File: config.mk
export PLATFORM = sky130hd
export DESIGN_NAME = sw_reset_ctrl
export DESIGN_NICKNAME = d
export VERILOG_FILES = /design/src/rtl/rst_pkg.sv /design/src/rtl/sw_reset_ctrl.sv
export SDC_FILE = /design/constraint.sdc
export NUM_CORES = 1
export LEC_CHECK = 0
export BUFFER_PORTS_ARGS = -buffer_cell sky130_fd_sc_hd__buf_2
export CAP_MARGIN = 30
export CORE_MARGIN = 3
export CORE_UTILIZATION = 35
export CTS_BUF_LIST = sky130_fd_sc_hd__clkbuf_4
export DETAILED_ROUTE_END_ITERATION = 12
export SYNTH_ARGS = -nofsm -noshare
export SYNTH_HDL_FRONTEND = slang
export SYNTH_SLANG_ARGS = --single-unit
File: constraint.sdc
create_clock -name clk -period 2.4 [get_ports clk]
set_clock_uncertainty 0.15 [all_clocks]
set_input_delay 0 -clock clk [delete_from_list [all_inputs] [get_ports clk]]
set_output_delay 0 -clock clk [all_outputs]
set_load 0.02 [all_outputs]
File: src/rtl/rst_pkg.sv
// Shared definitions for the software reset controller.
// State encoding and default hold/timeout settings.
package rst_pkg;

    typedef enum logic [1:0] {
        IDLE         = 2'd0,
        ASSERT       = 2'd1,
        WAIT_RELEASE = 2'd2,
        REPORT       = 2'd3
    } state_t;

    localparam int HOLD_DEFAULT    = 16;
    localparam int TIMEOUT_DEFAULT = 64;
    localparam int CNT_W_DEFAULT   = 8;

endpackage

File: src/rtl/sw_reset_ctrl.sv
// Software reset sequencer: stretches a request into software_rst,
// then confirms the synchronized internal_rst asserted and released.
module sw_reset_ctrl
    import rst_pkg::*;
#(
    parameter int HOLD_CYCLES    = HOLD_DEFAULT,
    parameter int TIMEOUT_CYCLES = TIMEOUT_DEFAULT,
    parameter int CNT_W          = CNT_W_DEFAULT
) (
    input  logic       clk,
    input  logic       hardware_rst_n,
    input  logic       req,
    input  logic       internal_rst,
    output logic       software_rst,
    output logic       busy,
    output logic       done,
    output logic       error,
    output logic [7:0] rst_count
);

    localparam logic [CNT_W-1:0] HOLD_LD    = CNT_W'(HOLD_CYCLES - 1);
    localparam logic [CNT_W-1:0] TIMEOUT_LD = CNT_W'(TIMEOUT_CYCLES - 1);
    localparam logic [CNT_W-1:0] CNT_ONE    = CNT_W'(1);

    state_t           state_q, state_d;
    logic [CNT_W-1:0] cnt_q, cnt_d;
    logic             seen_q, seen_d;
    logic             sw_d, busy_d, done_d, err_d;
    logic [7:0]       count_d;

    always_ff @(posedge clk or negedge hardware_rst_n) begin
        if (!hardware_rst_n) begin
            state_q      <= IDLE;
            cnt_q        <= '0;
            seen_q       <= 1'b0;
            software_rst <= 1'b0;
            busy         <= 1'b0;
            done         <= 1'b0;
            error        <= 1'b0;
            rst_count    <= '0;
        end else begin
            state_q      <= state_d;
            cnt_q        <= cnt_d;
            seen_q       <= seen_d;
            software_rst <= sw_d;
            busy         <= busy_d;
            done         <= done_d;
            error        <= err_d;
            rst_count    <= count_d;
        end
    end

    // Outputs are computed for the next state so they leave the flops directly.
    always_comb begin
        state_d = state_q;
        cnt_d   = cnt_q;
        seen_d  = seen_q;
        sw_d    = software_rst;
        busy_d  = busy;
        done_d  = 1'b0;
        err_d   = 1'b0;
        count_d = rst_count;
        unique case (state_q)
            IDLE: begin
                if (req) begin
                    state_d = ASSERT;
                    cnt_d   = HOLD_LD;
                    seen_d  = 1'b0;
                    sw_d    = 1'b1;
                    busy_d  = 1'b1;
                end
            end
            ASSERT: begin
                seen_d = seen_q | internal_rst;
                if (cnt_q == '0) begin
                    state_d = WAIT_RELEASE;
                    cnt_d   = TIMEOUT_LD;
                    sw_d    = 1'b0;
                end else begin
                    cnt_d = cnt_q - CNT_ONE;
                end
            end
            WAIT_RELEASE: begin
                seen_d = seen_q | internal_rst;
                if (!internal_rst && seen_q) begin
                    state_d = REPORT;
                    done_d  = 1'b1;
                    if (rst_count != 8'hFF) begin
                        count_d = rst_count + 8'd1;
                    end
                end else if (cnt_q == '0) begin
                    state_d = REPORT;
                    err_d   = 1'b1;
                end else begin
                    cnt_d = cnt_q - CNT_ONE;
                end
            end
            REPORT: begin
                state_d = IDLE;
                busy_d  = 1'b0;
            end
            default: begin
                state_d = IDLE;
                sw_d    = 1'b0;
                busy_d  = 1'b0;
            end
        endcase
    end

endmodule

==> insert_results.sql, run 1 <==
INSERT INTO impl_metrics (metric_group, metric, value, unit) VALUES
('final_layout', 'utilization', '43.8', '%'),
('sta', 'grt_setup_unrepaired', 'false', ''),
('final_layout', 'diodes', '0', ''),
('logic_synthesis', 'yosys.area.top_type_share', '45.8', '%'),
('logic_synthesis', 'synth_edf_count', '0', ''),
('power_and_ir_drop', 'power.combinational.fraction', '53.4', '%'),
('setup_path', 'worst_path_largest_cell_delay', '500', 'ps'),
('final_layout', 'drive_above_1_share', '22.7', '%'),
('routing', 'detailedRoute.firstPassIterationCount', '4', ''),
('setup_path', 'criticalPathCategory', 'flop to flop', ''),
('sta', 'tns', '0', 'ps'),
('setup_path', 'crit_path_start_kind', 'flop', ''),
('placement', 'half_perimeter_wire_length_of_the_detailed_placement_result', '1900', 'um'),
('sta', 'setup_viol', '0', ''),
('hold_path', 'path_class_of_the_lowest_slack_min_delay_path', 'primary input to asynchronous set/reset pin', ''),
('power_and_ir_drop', 'net-switching-power', '0.793', 'mW'),
('final_layout', 'num-nets-final', '162', ''),
('clocking', 'h-tree-depth', '1', ''),
('floorplanning', 'chipWidth', '65.9', 'um'),
('routing', 'routed_wire_length_per_instance', '13.2', 'um'),
('sta', 'hold_viol', '0', ''),
('routing', 'detail_route.vias_per_cell', '5.20', ''),
('logic_synthesis', 'synth-seq-area-share', '45.8', '%'),
('run', 'cap_viol_max_count', '0', ''),
('setup_path', 'cp_slowest_cell', 'sky130_fd_sc_hd__or4_1', ''),
('global_routing', 'global_route.overflow_total', '0', ''),
('sta', 'number_of_max_slew_violations_in_the_final_report', '0', ''),
('status', 'outcome', 'finished, final reports clean', ''),
('clocking', 'cts.path.max_buffers', '2', ''),
('logic_synthesis', 'synthFlopType', 'sky130_fd_sc_hd__dfrtp_1', ''),
('sta', 'achievable-frequency', '461', 'MHz'),
('routing', 'postRouteAntennaNets', '0', ''),
('final_layout', 'layout.area.seq', '576', 'sq um'),
('routing', 'first_iter_violations', '62', ''),
('logic_synthesis', 'ys.warnings.count', '0', ''),
('global_routing', 'wire_length_of_the_first_global_routing_pass', '4550', 'um'),
('setup_path', 'crit_chain', 'inv_1, ha_1, and3b_4, or3_1, or4_1, a22oi_1', ''),
('routing', 'drc', '0', ''),
('logic_synthesis', 'synth.distinct_cells', '39', ''),
('clocking', 'cts_root_buf', 'sky130_fd_sc_hd__clkbuf_4', ''),
('clocking', 'tritoncts', 'built', ''),
('power_and_ir_drop', 'power_density', '1210', 'nW/um^2'),
('global_routing', 'first_global_vias', '1039', ''),
('final_layout', 'fillerInstances', '344', ''),
('final_layout', 'finish.instance_area', '1480', 'sq um'),
('floorplanning', 'floorplan.rows', '21', ''),
('setup_path', 'crit_path_end_kind', 'flop', ''),
('floorplanning', 'die_footprint', '4350', 'sq um'),
('clocking', 'cts_sinks', '23', ''),
('setup_path', 'worst_path_dominant_cell_family', 'simple AND/OR/NAND/NOR gates', ''),
('logic_synthesis', 'synth.ff_latch_count', '23', ''),
('sta', 'worstMarginPinSlew', '667', 'ps'),
('power_and_ir_drop', 'ir_drop', '0.000441', 'V'),
('sta', 'maxSlewHeadroom', '55.2', '%'),
('setup_path', 'cp.required', '2500', 'ps'),
('clocking', 'clock_latency', '320', 'ps'),
('logic_synthesis', 'synthArstFlopShare', '100', '%'),
('power_and_ir_drop', 'p_sw_share', '44.4', '%'),
('clocking', 'cts.repair_timing.setup_buffer_count', '0', ''),
('floorplanning', 'die_span_y', '65.9', 'um'),
('sta', 'min_period_over_period', '90.4', '%'),
('power_and_ir_drop', 'cellLeakagePower', '0.681', 'nW'),
('logic_synthesis', 'synth_area', '1260', 'sq um'),
('routing', 'routed-wl-met2', '1210', 'um'),
('logic_synthesis', 'syn_avg_cell_area', '10.1', 'sq um'),
('routing', 'drt_wl_total', '2580', 'um'),
('routing', 'dr_wl_met3', '104', 'um'),
('routing', 'vias', '1019', ''),
('power_and_ir_drop', 'share_clk_of_total_power', '10.8', '%'),
('clocking', 'cts.reportedPaths.clkPinSlew', '140', 'ps'),
('logic_synthesis', 'synthTopCellsByCount', '23 x sky130_fd_sc_hd__dfrtp_1, 8 x sky130_fd_sc_hd__nor2_1, 8 x sky130_fd_sc_hd__o21ai_0', '');
-- area by class of cell --
class                      count  area share [%]
tap                           46            3.88
multi-input combinational     92            43.0
clock buffer                   3            1.52
sequential                    23            38.8
clock inverter                 1           0.506
timing repair buffer          25            10.8
inverter                       6            1.52
-- flip-flops by register name (all words and copies together), names as in the netlist --
name / count
done: 1
seen_q: 1
cnt_q: 8
state_q: 2
error: 1
busy: 1
software_rst: 1
rst_count: 8
-- worst paths after layout --
check	slack, ps	end	cells past startpoint	from
max	230	cnt_q[7]	6	state_q[0]
min	6	error	2	hardware_rst_n
max reg2reg	230	cnt_q[7]	6	state_q[0]
min reg2reg	360	rst_count[7]	1	rst_count[7]
max in group asynchronous	1750	busy	2	hardware_rst_n
min in group clk	360	rst_count[7]	1	rst_count[7]
-- routing by layer --
layer,GRT usage (%),vias to the layer above
met1,16.6,489
met3,3.57,5
li1,-,509
met5,0,-
met4,4.57,0
met2,23.5,16
-- kinds of logic after synthesis --
logic type                 count (synthesis)  share of synthesized area (%)
buffers and inverters                     10                           3.68
DFF                                       23                           45.8
xor gates and xnor gates                   7                           4.88
AOI/OAI and AO/OA                         33                           16.9
muxes                                      4                           3.48
and+or+nand+nor                           41                           18.3
adders and majority gates                  7                           6.96
-- power groups by stage --
stage                     logic [mW]  clock network, mW  registers, mW
after global placement         0.910                  0          0.643
after detailed placement       0.925                  0          0.653
after global routing            1.09              0.219          0.670
final                          0.954              0.192          0.641
after CTS                      0.954              0.201          0.643
after floorplan                0.624                  0          0.677
-- stage by stage --
| stage | instances | hold WS [ps] | power [mW] | setup slack, ps |
|---|---|---|---|---|
| 2_1_floorplan | 125 | -446 | 1.30 | 102 |
| 3_3_place_gp | 188 | -138 | 1.55 | 293 |
| 3_5_place_dp | 188 | -140 | 1.58 | 233 |
| 4_1_cts | 196 | 23.4 | 1.80 | 197 |
| 5_1_grt | 196 | 59.1 | 1.97 | 77.2 |
| 6_report | 196 | 6.45 | 1.79 | 230 |
-- timing repair --
item,CTS,global route
resized for setup,0,1
hold buffers,4,0
setup endpoints to repair,0,1
hold endpoints to repair,28,0
-- cells in the final DEF, fill, tap and decap left out, types with 2 or more instances in the layout --
master and instances:
sky130_fd_sc_hd__dfrtp_1 23, sky130_fd_sc_hd__buf_2 15, sky130_fd_sc_hd__nor2_1 8, sky130_fd_sc_hd__o21ai_0 8
sky130_fd_sc_hd__nand2_1 7, sky130_fd_sc_hd__a21oi_1 7, sky130_fd_sc_hd__ha_1 7, sky130_fd_sc_hd__inv_1 6
sky130_fd_sc_hd__xnor2_1 6, sky130_fd_sc_hd__buf_4 6, sky130_fd_sc_hd__nand3_1 5, sky130_fd_sc_hd__nand4_1 5
sky130_fd_sc_hd__o31ai_1 5, sky130_fd_sc_hd__nor3_1 4, sky130_fd_sc_hd__dlygate4sd3_1 4, sky130_fd_sc_hd__mux2_2 3
sky130_fd_sc_hd__clkbuf_4 3, sky130_fd_sc_hd__and3_2 2, sky130_fd_sc_hd__a21boi_0 2, sky130_fd_sc_hd__a22oi_1 2
sky130_fd_sc_hd__a31oi_1 2
-- worst reg2reg max path, cell delays in order, from the launching register on --
cell,delay (ps)
sky130_fd_sc_hd__dfrtp_1,420
sky130_fd_sc_hd__inv_1,90
sky130_fd_sc_hd__ha_1,210
sky130_fd_sc_hd__and3b_4,200
sky130_fd_sc_hd__or3_1,370
sky130_fd_sc_hd__or4_1,500
sky130_fd_sc_hd__a22oi_1,150
Power figures use the tool's default switching activity.
==> run 2: changes to the inputs <==
--- a/config.mk
+++ b/config.mk
@@ -7,10 +7,13 @@
 export LEC_CHECK = 0
 export BUFFER_PORTS_ARGS = -buffer_cell sky130_fd_sc_hd__buf_2
 export CAP_MARGIN = 30
+export CELL_PAD_IN_SITES_DETAIL_PLACEMENT = 1
+export CELL_PAD_IN_SITES_GLOBAL_PLACEMENT = 2
 export CORE_MARGIN = 3
-export CORE_UTILIZATION = 35
+export CORE_UTILIZATION = 34
 export CTS_BUF_LIST = sky130_fd_sc_hd__clkbuf_4
 export DETAILED_ROUTE_END_ITERATION = 12
+export PLACE_DENSITY_LB_ADDON = 0.1
 export SYNTH_ARGS = -nofsm -noshare
 export SYNTH_HDL_FRONTEND = slang
 export SYNTH_SLANG_ARGS = --single-unit
==> insert_results.sql, run 2 (synthesized netlist as in run 1, its figures left out) <==
INSERT INTO impl_metrics (metric_group, metric, value, unit) VALUES
('status', 'outcome', 'finished, final reports clean', ''),
('power_and_ir_drop', 'cellLeakagePower', '0.684', 'nW'),
('clocking', 'hold_buffer_count_at_cts', '3', ''),
('floorplanning', 'chipWidth', '66.8', 'um'),
('routing', 'detail_route.vias_per_cell', '5.27', ''),
('placement', 'gp_congestion', '0.825', ''),
('clocking', 'tritoncts', 'built', ''),
('power_and_ir_drop', 'ir_drop', '0.000533', 'V'),
('placement', 'place_worst_setup_slack', '212', 'ps'),
('routing', 'detailedRoute.firstPassIterationCount', '4', ''),
('final_layout', 'leading_cell_type_in_the_layout_fill_and_taps_excluded', 'sky130_fd_sc_hd__dfrtp_1', ''),
('clocking', 'cts_root_buf', 'sky130_fd_sc_hd__clkbuf_4', ''),
('global_routing', 'grtUsageTotal', '14.7', '%'),
('final_layout', 'areaGrowthSynthToFinish', '17.4', '%'),
('placement', 'half_perimeter_wire_length_of_the_detailed_placement_result', '2200', 'um'),
('routing', 'routed_wire_length_per_instance', '14.6', 'um'),
('setup_path', 'worst_path_largest_cell_delay', '430', 'ps'),
('hold_path', 'path_class_of_the_lowest_slack_min_delay_path', 'primary input to asynchronous set/reset pin', ''),
('global_routing', 'antenna_found_initial', '0', ''),
('setup_path', 'critPathMaxFanout', '6', ''),
('routing', 'vias', '1033', ''),
('final_layout', 'top_regs', 'cnt_q: 8 flops, rst_count: 8 flops, state_q: 2 flops', ''),
('final_layout', 'utilization', '42.9', '%'),
('final_layout', 'final_cell_mix', '23 x sky130_fd_sc_hd__dfrtp_1, 15 x sky130_fd_sc_hd__buf_2, 8 x sky130_fd_sc_hd__nor2_1, 8 x sky130_fd_sc_hd__o21ai_0', ''),
('clocking', 'cts-buffers-inserted', '3', ''),
('global_routing', 'first_global_vias', '1083', ''),
('floorplanning', 'pin_count', '16', ''),
('clocking', 'clock_latency', '310', 'ps'),
('sta', 'worstMarginPinSlew', '526', 'ps'),
('sta', 'hold_viol', '0', ''),
('routing', 'first_iter_violations', '20', ''),
('setup_path', 'crit_path_start_kind', 'flop', ''),
('sta', 'achievable-frequency', '456', 'MHz'),
('setup_path', 'criticalPathCategory', 'flop to flop', ''),
('setup_path', 'worst_path_dominant_cell_family', 'simple AND/OR/NAND/NOR gates', ''),
('sta', 'grt_setup_unrepaired', 'false', ''),
('clocking', 'cts_sinks', '23', ''),
('sta', 'setup_slack_after_layout', '209', 'ps'),
('clocking', 'cts.path.max_buffers', '2', ''),
('setup_path', 'worstPathArrival', '2230', 'ps'),
('routing', 'drc', '0', ''),
('sta', 'setup_viol', '0', ''),
('clocking', 'cts_resized', '0', ''),
('power_and_ir_drop', 'power_density', '1210', 'nW/um^2'),
('clocking', 'cts.reportedPaths.clkPinSlew', '140', 'ps'),
('setup_path', 'cp.required', '2440', 'ps'),
('global_routing', 'grt_start_max_net_pins', '24', ''),
('floorplanning', 'floorplan.rows', '21', ''),
('sta', 'min_period_over_period', '91.3', '%'),
('setup_path', 'cp_slowest_cell', 'sky130_fd_sc_hd__dfrtp_1', ''),
('floorplanning', 'die_footprint', '4460', 'sq um'),
('sta', 'maxSlewHeadroom', '64.9', '%'),
('sta', 'min_period', '2190', 'ps'),
('final_layout', 'num-nets-final', '162', ''),
('final_layout', 'diodes', '0', ''),
('floorplanning', 'die_span_y', '66.8', 'um'),
('final_layout', 'drive_above_1_share', '22.7', '%'),
('global_routing', 'global_route.overflow_total', '0', ''),
('floorplanning', 'coreArea', '3440', 'sq um'),
('setup_path', 'critical_path.n_buffers_inverters', '2', ''),
('run', 'cap_viol_max_count', '0', ''),
('routing', 'postRouteAntennaNets', '0', ''),
('clocking', 'cts.repair_timing.setup_buffer_count', '0', ''),
('routing', 'drt_wl_total', '2850', 'um'),
('setup_path', 'crit_chain', 'inv_1, ha_1, and3b_4, or3_1, buf_4, o41ai_1, a22oi_1', ''),
('global_routing', 'wire_length_of_the_first_global_routing_pass', '5000', 'um'),
('sta', 'tns', '0', 'ps'),
('placement', 'numPortBuffers', '15', ''),
('sta', 'number_of_max_slew_violations_in_the_final_report', '0', ''),
('setup_path', 'crit_path_end_kind', 'flop', ''),
('floorplanning', 'starting_density', '36.5', '%'),
('clocking', 'h-tree-depth', '1', '');
==> run 2: worst reg2reg max path, stage by stage (launching register included) <==
cell and delay (ps):
sky130_fd_sc_hd__dfrtp_1 430, sky130_fd_sc_hd__inv_1 100, sky130_fd_sc_hd__ha_1 220, sky130_fd_sc_hd__and3b_4 200, sky130_fd_sc_hd__or3_1 360, sky130_fd_sc_hd__buf_4 170, sky130_fd_sc_hd__o41ai_1 340, sky130_fd_sc_hd__a22oi_1 110
==> run 2: path summary, 6_finish.rpt <==
kind,from,end,slack [ps],cells past startpoint
setup / recovery,state_q[0],cnt_q[6],210,7
hold / removal,hardware_rst_n,cnt_q[4],30,2
setup reg to reg,state_q[0],cnt_q[6],210,7
hold reg to reg,rst_count[7],rst_count[7],360,1
max in group asynchronous,hardware_rst_n,rst_count[4],1710,2
min in group clk,rst_count[7],rst_count[7],360,1
==> run 2: power by group <==
group,switching (mW),internal (mW),total [mW]
Clock,0.119,0.0622,0.181
Combinational,0.555,0.403,0.958
Sequential,0.137,0.510,0.648
==> run 2: routing by layer <==
| layer | up-vias | GRT usage [%] | wire length, um |
|---|---|---|---|
| met1 | 520 | 18.3 | 1320 |
| met2 | 5 | 25.9 | 1460 |
| met4 | 0 | 3.81 | 16 |
| met3 | 2 | 2.70 | 51 |
| met5 | - | 0 | 0 |
| li1 | 506 | - | - |
==> run 2: cell type report <==
type,count,area (sq um)
clock buffer,3,22.5
clock inverter,1,5.00
fill,415,1970
inverter,6,22.5
multi-input combinational,92,636
sequential,23,576
tap,46,57.6
timing repair buffer,25,158
==> run 2: metrics by stage <==
step | cells | hold slack, ps | cell area, sq um | power, mW
2_1_floorplan | 125 | -446 | 1260 | 1.30
3_3_place_gp | 189 | -139 | 1420 | 1.59
3_5_place_dp | 189 | -133 | 1420 | 1.62
4_1_cts | 196 | 43.3 | 1480 | 1.82
5_1_grt | 196 | 75.6 | 1480 | 1.97
6_report | 196 | 27.0 | 1480 | 1.79
==> run 3: changes to the inputs <==
--- a/config.mk
+++ b/config.mk
@@ -13,7 +13,8 @@
 export CORE_UTILIZATION = 34
 export CTS_BUF_LIST = sky130_fd_sc_hd__clkbuf_4
 export DETAILED_ROUTE_END_ITERATION = 12
-export PLACE_DENSITY_LB_ADDON = 0.1
+export PLACE_DENSITY = 0.75
 export SYNTH_ARGS = -nofsm -noshare
 export SYNTH_HDL_FRONTEND = slang
 export SYNTH_SLANG_ARGS = --single-unit
+export TNS_END_PERCENT = 5
==> insert_results.sql, run 3 (synthesized netlist as in run 1, its figures left out) <==
INSERT INTO impl_metrics (metric_group, metric, value, unit) VALUES
('clocking', 'h-tree-depth', '1', ''),
('setup_path', 'critical_path.reg2reg.startpoint', 'state_q[0]', ''),
('power_and_ir_drop', 'power_density', '1220', 'nW/um^2'),
('placement', 'place_worst_setup_slack', '213', 'ps'),
('clocking', 'clock_latency', '310', 'ps'),
('sta', 'maxSlewHeadroom', '62.9', '%'),
('power_and_ir_drop', 'seq_power_share', '35.8', '%'),
('floorplanning', 'die_footprint', '4460', 'sq um'),
('clocking', 'cts_resized', '0', ''),
('power_and_ir_drop', 'ir_drop', '0.000462', 'V'),
('routing', 'drt_wl_total', '3060', 'um'),
('sta', 'min_period_over_period', '91.7', '%'),
('setup_path', 'worstPathArrival', '2300', 'ps'),
('global_routing', 'first_global_vias', '1134', ''),
('power_and_ir_drop', 'net-switching-power', '0.820', 'mW'),
('sta', 'setup_slack_after_layout', '200', 'ps'),
('clocking', 'cts_root_buf', 'sky130_fd_sc_hd__clkbuf_4', ''),
('global_routing', 'wire_length_of_the_first_global_routing_pass', '5180', 'um'),
('final_layout', 'fillerInstances', '415', ''),
('final_layout', 'drive_above_1_share', '23.2', '%'),
('sta', 'number_of_max_slew_violations_in_the_final_report', '0', ''),
('setup_path', 'regToRegSetupSlack', '200', 'ps'),
('floorplanning', 'starting_density', '36.5', '%'),
('floorplanning', 'coreArea', '3440', 'sq um'),
('sta', 'grt_setup_unrepaired', 'false', ''),
('final_layout', 'utilization', '43.2', '%'),
('power_and_ir_drop', 'power.combinational.fraction', '53.3', '%'),
('setup_path', 'rr_worst_depth', '6', ''),
('sta', 'achievable-frequency', '454', 'MHz'),
('floorplanning', 'chipWidth', '66.8', 'um'),
('sta', 'worstMarginPinSlew', '555', 'ps'),
('sta', 'hold_viol', '0', ''),
('setup_path', 'crit_path_start_kind', 'flop', ''),
('routing', 'routed_wire_length_per_instance', '15.5', 'um'),
('setup_path', 'criticalPathCategory', 'flop to flop', ''),
('clocking', 'cts-buffers-inserted', '3', ''),
('routing', 'postRouteAntennaNets', '0', ''),
('setup_path', 'cp.required', '2500', 'ps'),
('routing', 'drc', '0', ''),
('routing', 'detailedRoute.firstPassIterationCount', '3', ''),
('hold_path', 'path_class_of_the_lowest_slack_min_delay_path', 'primary input to asynchronous set/reset pin', ''),
('final_layout', 'areaGrowthSynthToFinish', '18.2', '%'),
('global_routing', 'grtUsageTotal', '15.5', '%'),
('setup_path', 'cp_slowest_cell', 'sky130_fd_sc_hd__or4_1', ''),
('final_layout', 'stdcell_count', '197', ''),
('setup_path', 'critPathMaxFanout', '4', ''),
('clocking', 'cts.reportedPaths.clkPinSlew', '140', 'ps'),
('final_layout', 'diodes', '0', ''),
('placement', 'gp_congestion', '0.824', ''),
('global_routing', 'global_route.overflow_total', '0', ''),
('clocking', 'cts_sinks', '23', ''),
('power_and_ir_drop', 'share_clk_of_total_power', '10.9', '%'),
('final_layout', 'leading_cell_type_in_the_layout_fill_and_taps_excluded', 'sky130_fd_sc_hd__dfrtp_1', ''),
('global_routing', 'antenna_found_initial', '0', ''),
('placement', 'half_perimeter_wire_length_of_the_detailed_placement_result', '2340', 'um'),
('setup_path', 'capturing_point_of_the_worst_reg2reg_path', 'cnt_q[7]', ''),
('final_layout', 'top_regs', 'cnt_q: 8 flops, rst_count: 8 flops, state_q: 2 flops', ''),
('power_and_ir_drop', 'p_sw_share', '45.1', '%'),
('floorplanning', 'die_span_y', '66.8', 'um'),
('routing', 'first_iter_violations', '21', ''),
('sta', 'min_period', '2200', 'ps'),
('setup_path', 'crit_path_end_kind', 'flop', ''),
('routing', 'vias', '1053', ''),
('status', 'outcome', 'finished, final reports clean', ''),
('power_and_ir_drop', 'total_power', '1.82', 'mW'),
('power_and_ir_drop', 'cellLeakagePower', '0.690', 'nW'),
('setup_path', 'worst_path_largest_cell_delay', '510', 'ps'),
('sta', 'setup_viol', '0', ''),
('sta', 'tns', '0', 'ps'),
('placement', 'dp_cells', '190', ''),
('power_and_ir_drop', 'p_int', '0.997', 'mW'),
('clocking', 'tritoncts', 'built', ''),
('floorplanning', 'floorplan.rows', '21', ''),
('clocking', 'cts.path.max_buffers', '2', ''),
('run', 'cap_viol_max_count', '0', ''),
('floorplanning', 'pin_count', '16', ''),
('routing', 'detail_route.vias_per_cell', '5.35', ''),
('global_routing', 'grt_start_max_net_pins', '24', ''),
('final_layout', 'final_cell_mix', '23 x sky130_fd_sc_hd__dfrtp_1, 15 x sky130_fd_sc_hd__buf_2, 8 x sky130_fd_sc_hd__nor2_1, 8 x sky130_fd_sc_hd__o21ai_0, 8 x sky130_fd_sc_hd__buf_4', ''),
('placement', 'numPortBuffers', '15', ''),
('setup_path', 'crit_chain', 'inv_1, ha_1, and3b_4, or3_1, or4_1, a22oi_1', ''),
('final_layout', 'num-nets-final', '163', '');
## run 3: changes by cell type in the layout (fill, tap and decap cells not counted), sizes merged
cell / before / now
clkinv: 1 / 0
clkbuf: 3 / 4
buf: 22 / 23
## run 3: final cells by class
type	instances	area, sq um	area share [%]
multi-input cells	92	636	42.8
flip-flops and latches	23	576	38.7
repair buffers	26	165	11.1
well taps	46	57.6	3.87
clock buffers	4	30.0	2.02
inverters	6	22.5	1.52
## run 3: worst max-delay path: cells and delay by family, from the launching register on
family	cells	cell delay, ps
compound gates	1	160
fa+ha+maj	1	220
buf+inv	1	100
flops	1	430
simple gates	3	1080
## run 3: per-layer routing
metal  share of wire [%]  track usage, %  wire [um]  vias up
met4                 2.0            7.36         61        0
met1                  47            19.6       1450      513
met3                 2.5            2.53         77        6
met5                   0               0          0        -
li1                    -               -          -      516
met2                  48            25.5       1470       18
## run 3: power by group through the flow
stage | Combinational [mW] | Sequential [mW] | Clock (mW)
finish | 0.968 | 0.650 | 0.199
global placement | 0.946 | 0.646 | 0
CTS | 0.981 | 0.653 | 0.209
floorplan | 0.624 | 0.677 | 0
global route | 1.09 | 0.670 | 0.225
detailed placement | 0.970 | 0.659 | 0
## run 3: what timing repair did
item	in CTS	in global routing
setup buffers	0	0
hold buffers	3	0
hold endpoints to repair	28	0
## run 3: worst max-delay path by stage
| stage | cells past startpoint | endpoint | startpoint |
|---|---|---|---|
| after floorplan | 8 | cnt_q[7] | state_q[0] |
| after global placement | 6 | cnt_q[1] | cnt_q[0] |
| after detailed placement | 6 | cnt_q[7] | state_q[0] |
| after CTS | 7 | cnt_q[6] | state_q[0] |
| after global routing | 6 | cnt_q[0] | cnt_q[0] |
| final | 6 | cnt_q[7] | state_q[0] |
## run 3: through the flow
stage,hold slack (ps),instance area (sq um)
2_1_floorplan,-446,1260
3_5_place_dp,-127,1430
3_3_place_gp,-135,1430
4_1_cts,41.9,1490
6_report,24.9,1490
5_1_grt,76.0,1490
